File: src/rtl/edge_event_arbiter.sv
// Edge-detects N synchronous level inputs, keeps one pending event per channel and
// round-robin serializes them onto a valid/ready stream. Optional macro: EDGE_ARB_DROP_CNT_EN.
module edge_event_arbiter #(
    parameter int unsigned N    = 4,
    parameter int unsigned ID_W = 2
) (
    input  logic            clk,
    input  logic            rst_n,
    input  logic [N-1:0]    level_in,
    input  logic [N-1:0]    rise_en,
    input  logic [N-1:0]    fall_en,
    output logic            evt_valid,
    input  logic            evt_ready,
    output logic [ID_W-1:0] evt_id,
    output logic            evt_edge,
    output logic            drop
`ifdef EDGE_ARB_DROP_CNT_EN
    ,
    output logic [7:0]      drop_cnt,
    input  logic            drop_clr
`endif
);

    localparam int unsigned CNT_W = 8;

    logic [N-1:0]    prev;
    logic [N-1:0]    pend;
    logic [N-1:0]    pend_edge;
    logic [ID_W-1:0] ptr;

    logic [N-1:0]    rise_c;
    logic [N-1:0]    fall_c;
    logic [N-1:0]    pend_nxt;
    logic [N-1:0]    pend_edge_nxt;
    logic            free_c;
    logic            found_c;
    logic [ID_W-1:0] grant_c;
    logic [ID_W-1:0] ptr_nxt;
    logic            drop_nxt;
    int unsigned     idx_c;

    assign rise_c = level_in & ~prev & rise_en;
    assign fall_c = ~level_in & prev & fall_en;
    assign free_c = ~evt_valid | evt_ready;

    // Round-robin search over registered pend, starting at ptr and wrapping at N-1.
    always_comb begin
        found_c = 1'b0;
        grant_c = '0;
        idx_c   = 0;
        for (int unsigned k = 0; k < N; k++) begin
            idx_c = 32'(ptr) + k;
            if (idx_c >= N) begin
                idx_c = idx_c - N;
            end
            if (!found_c && pend[ID_W'(idx_c)]) begin
                found_c = 1'b1;
                grant_c = ID_W'(idx_c);
            end
        end
    end

    assign ptr_nxt = (grant_c == ID_W'(N - 1)) ? '0 : grant_c + ID_W'(1);

    // Slot update: a slot being granted this cycle can absorb a new edge; otherwise the newest edge is lost.
    always_comb begin
        pend_nxt      = pend;
        pend_edge_nxt = pend_edge;
        drop_nxt      = 1'b0;
        for (int unsigned i = 0; i < N; i++) begin
            if (rise_c[i] || fall_c[i]) begin
                if (!pend[i] || (free_c && found_c && grant_c == ID_W'(i))) begin
                    pend_nxt[i]      = 1'b1;
                    pend_edge_nxt[i] = rise_c[i];
                end else begin
                    drop_nxt = 1'b1;
                end
            end else if (free_c && found_c && grant_c == ID_W'(i)) begin
                pend_nxt[i] = 1'b0;
            end
        end
    end

    always_ff @(posedge clk or negedge rst_n) begin
        if (!rst_n) begin
            prev      <= '0;
            pend      <= '0;
            pend_edge <= '0;
            ptr       <= '0;
            drop      <= 1'b0;
        end else begin
            prev      <= level_in;
            pend      <= pend_nxt;
            pend_edge <= pend_edge_nxt;
            drop      <= drop_nxt;
            if (free_c && found_c) begin
                ptr <= ptr_nxt;
            end
        end
    end

    // Output stage holds every field while a presented event is stalled.
    always_ff @(posedge clk or negedge rst_n) begin
        if (!rst_n) begin
            evt_valid <= 1'b0;
            evt_id    <= '0;
            evt_edge  <= 1'b0;
        end else if (free_c) begin
            if (found_c) begin
                evt_valid <= 1'b1;
                evt_id    <= grant_c;
                evt_edge  <= pend_edge[grant_c];
            end else begin
                evt_valid <= 1'b0;
            end
        end
    end

`ifdef EDGE_ARB_DROP_CNT_EN
    // Saturating count of cycles with a drop pulse; clear wins over increment.
    always_ff @(posedge clk or negedge rst_n) begin
        if (!rst_n) begin
            drop_cnt <= '0;
        end else if (drop_clr) begin
            drop_cnt <= '0;
        end else if (drop && (drop_cnt != {CNT_W{1'b1}})) begin
            drop_cnt <= drop_cnt + CNT_W'(1);
        end
    end
`endif

endmodule

File: config.mk
export PLATFORM = sky130hd
export DESIGN_NAME = edge_event_arbiter
export DESIGN_NICKNAME = d
export VERILOG_FILES = /design/src/rtl/edge_event_arbiter.sv
export SDC_FILE = /design/constraint.sdc
export NUM_CORES = 1
export LEC_CHECK = 0
export ABC_CLOCK_PERIOD_IN_PS = 6200
export BUFFER_PORTS_ARGS = -buffer_cell sky130_fd_sc_hd__buf_2
export CELL_PAD_IN_SITES_DETAIL_PLACEMENT = 0
export CELL_PAD_IN_SITES_GLOBAL_PLACEMENT = 1
export CORE_AREA = 2 2 56 58
export CTS_BUF_LIST = sky130_fd_sc_hd__clkbuf_4
export CTS_CLUSTER_SIZE = 12
export DETAILED_ROUTE_END_ITERATION = 8
export DIE_AREA = 0 0 58 60
export PLACE_DENSITY_LB_ADDON = 0.1
export SYNTH_ARGS = -nofsm -noshare
export SYNTH_HDL_FRONTEND = slang
export SYNTH_SLANG_ARGS = --single-unit
File: constraint.sdc
create_clock -name clk -period 6.2 [get_ports clk]
set_input_delay 0 -clock clk [delete_from_list [all_inputs] [get_ports clk]]
set_output_delay 0 -clock clk [all_outputs]
set_load 0.1 [all_outputs]
==> run_results.csv <==
group,metric,value,unit
die,io_pins,20,
synthesis,ys.flop_type,"dfrtp_1",
setup_path,crit_required,6.39,ns
run,drv_cap,0,
placed_design,post-place-cells,145,
placed_design,place_worst_setup_slack,4.10,ns
global_route,grt_max_degree,20,
sta,drv_slew,0,
die,dieWidth,58,um
detailed_routing,drc,0,
die,initial_core_util,0.317,
synthesis,yosys_warnings,0,
sta,timing.final.crit_period,2.12,ns
die,fp.coreArea,0.00290,mm^2
pwr,p_per_area,498,mW/mm^2
detailed_routing,ant_nets,0,
hold_path,hp-class,"in2reg",
clock_tree,clk_latency,0.30,ns
synthesis,synth_cells,94,
sta,relSlewSlack,0.638,
setup_path,max_stage_delay,0.45,ns
sta,whs,0.0297,ns
clock_tree,clkSlewWorstSetupHoldPaths,0.12,ns
detailed_routing,vias_per_cell,4.90,
synthesis,yosysTopAreaCellShare,0.516,
synthesis,yosysMostFrequentCell,"dfrtp_1",
clock_tree,cts_buffers,3,
detailed_routing,wirelength,1.91,mm
sta,fin_ws,4.08,ns
placed_design,dp_hpwl,1.46,mm
die,dieArea,0.00348,mm^2
setup_path,worstSetupPathType,"reg2reg",
synthesis,ys_seq_elements,19,
final_layout,syn_to_final_growth,24.2,%
setup_path,arrival,2.31,ns
synthesis,syn_nets,110,
pwr,peakVddDrop,0.000230,V
synthesis,synth_cell_types,32,
synthesis,ys_seq_area_frac,0.516,
clock_tree,ctsResizeCount,0,
global_route,gr-total-overflow,0,
sta,skew,0.00798,ns
sta,setup_viol,0,
outcome,outcome,"completed",
die,rows,20,
setup_path,critPathMaxFanout,8,
final_layout,nets,140,
sta,worstMarginPinSlew,0.539,ns
pwr,power_leakage,0.000525,uW
final_layout,final_area,0.00114,mm^2
sta,finalSetupTns,0,ns
synthesis,synthTopCellsByArea,"dfrtp_1 (52%), nand2_1 (5.7%), a21oi_1 (3.8%)",
global_route,first_global_vias,745,
placed_design,numPortBuffers,19,
setup_path,endpoint_kind,"flip-flop",
clock_tree,cts.htree.levels,1,
clock_tree,cts_root_buffer,"clkbuf_4",
synthesis,synth_largest_area_cell,"dfrtp_1",
setup_path,cpMaxStageDelayCell,"dfrtp_1",
final_layout,antenna_cells,0,
sta,hold_viol,0,
detailed_routing,dr.pass1.iters,4,
clock_tree,clkSinkCount,19,
placed_design,post_dp_cell_area,0.00105,mm^2
clock_tree,clk_path_buf_depth,2,
setup_path,crit_path_cell_trace,"nand2b_1, nor3b_1, o22a_1, or3_4, and3_1, or3b_1",
final_layout,fin_cells,156,
detailed_routing,num_vias,765,
final_layout,drive_above_1_share,0.252,
detailed_routing,routedWlPerCell,12.2,um
synthesis,synthesis.area,921,um^2
sta,maxClockFrequency,472,MHz
sta,timing.final.crit_share,0.342,
global_route,grt_antenna_before_repair,0,
global_route,grt_pass1_wl,3.26,mm
synthesis,postSynth.asyncResetShare,1.00,
setup_path,cp-start-kind,"flip-flop",
sta,rsz0062_at_grt,"false",
synthesis,synth_top_cells_by_count,"dfrtp_1 (19), nand2_1 (14), a21oi_1 (7), nor2_1 (7), inv_1 (6)",
die,dieHeight,60,um
synthesis,synth_edf_count,0,
synthesis,synth.avg_cell_area,9.80,um^2
clock_tree,cts_tree,"yes",
placed_design,gp_congestion,0.699,
global_route,grt_util_all_layers,0.128,
detailed_routing,drtIter0Drc,22,
per-stage QoR:
step	power, uW	util
3_3_place_gp	508	0.360
3_5_place_dp	507	0.360
2_1_floorplan	455	-
6_report	569	0.394
4_1_cts	577	0.394
5_1_grt	614	0.394
cell usage in the layout (no fill, tap or decap), drive strengths merged:
| master | count |
|---|---|
| o21ai | 5 |
| dlygate4sd3 | 7 |
| or2 | 1 |
| a21oi | 7 |
| nand3b | 1 |
| nor4 | 1 |
| o311ai | 1 |
| clkbuf | 3 |
| or3b | 1 |
| clkinv | 1 |
| o31ai | 1 |
| or3 | 1 |
| nor2b | 3 |
| mux2i | 2 |
| a211oi | 1 |
| o211ai | 2 |
| dfrtp | 19 |
| nand2 | 14 |
| mux2 | 2 |
| nor2 | 7 |
| nand3 | 2 |
| a31o | 3 |
| ha | 1 |
| a31oi | 2 |
| nor3b | 1 |
| buf | 19 |
| inv | 7 |
| o31a | 1 |
| o22a | 2 |
| and3 | 1 |
| o21a | 1 |
| nand2b | 2 |
| and2b | 1 |
worst paths after layout:
path | from | depth (start not counted) | slack (ns) | endpoint
max | pend[1] | 6 | 4.08 | pend_edge[2]
min | evt_ready | 3 | 0.03 | evt_valid
max reg2reg | pend[1] | 6 | 4.08 | pend_edge[2]
min reg2reg | evt_id[0] | 1 | 0.52 | evt_id[0]
max in group asynchronous | rst_n | 2 | 5.72 | evt_valid
min in group asynchronous | rst_n | 2 | 0.16 | prev[1]
layer usage:
| metal | vias to the layer above | wire [um] | GRT usage |
|---|---|---|---|
| met3 | 2 | 89 | 0.0476 |
| met2 | 16 | 900 | 0.211 |
| met4 | 0 | 15 | 0.0399 |
| li1 | 389 | - | - |
| met1 | 358 | 900 | 0.156 |
| met5 | - | 0 | 0 |
registers in the layout, indices dropped and copies added, names as in the netlist:
register   flops
evt_edge       1
evt_id         2
ptr            2
pend_edge      4
prev           4
drop           1
pend           4
evt_valid      1
cells by family after synthesis:
logic type                 synth area share
AOI/OAI and AO/OA                     0.186
adders and majority gates            0.0136
buffers and inverters                0.0408
DFF                                   0.516
muxes                                0.0462
and+or+nand+nor                       0.197
worst max-delay path, delay by kind of cell (launching register included):
| kind | cells | cell delay [ns] |
|---|---|---|
| and+or+nand+nor | 5 | 1.28 |
| AOI/OAI and AO/OA | 1 | 0.28 |
| DFF | 1 | 0.45 |
where the power goes:
group,switching (uW),total (uW),internal [uW]
Clock,41.4,65.5,24.1
Sequential,32.6,198,165
Combinational,205,306,101
Total,279,569,290
area by class of cell:
type	instances	area [um^2]
clock buffers	3	22.5
fillers	297	1760
multi-input cells	67	408
flip-flops and latches	19	475
inverters	7	26.3
clock inverters	1	5.00
repair buffers	26	165
well taps	33	41.3
what timing repair did:
action	4_1_cts	5_1_grt
buffers inserted	0	0
endpoints found under the hold margin	28	0
hold buffers	7	0
(Power assumes the default switching activity.)
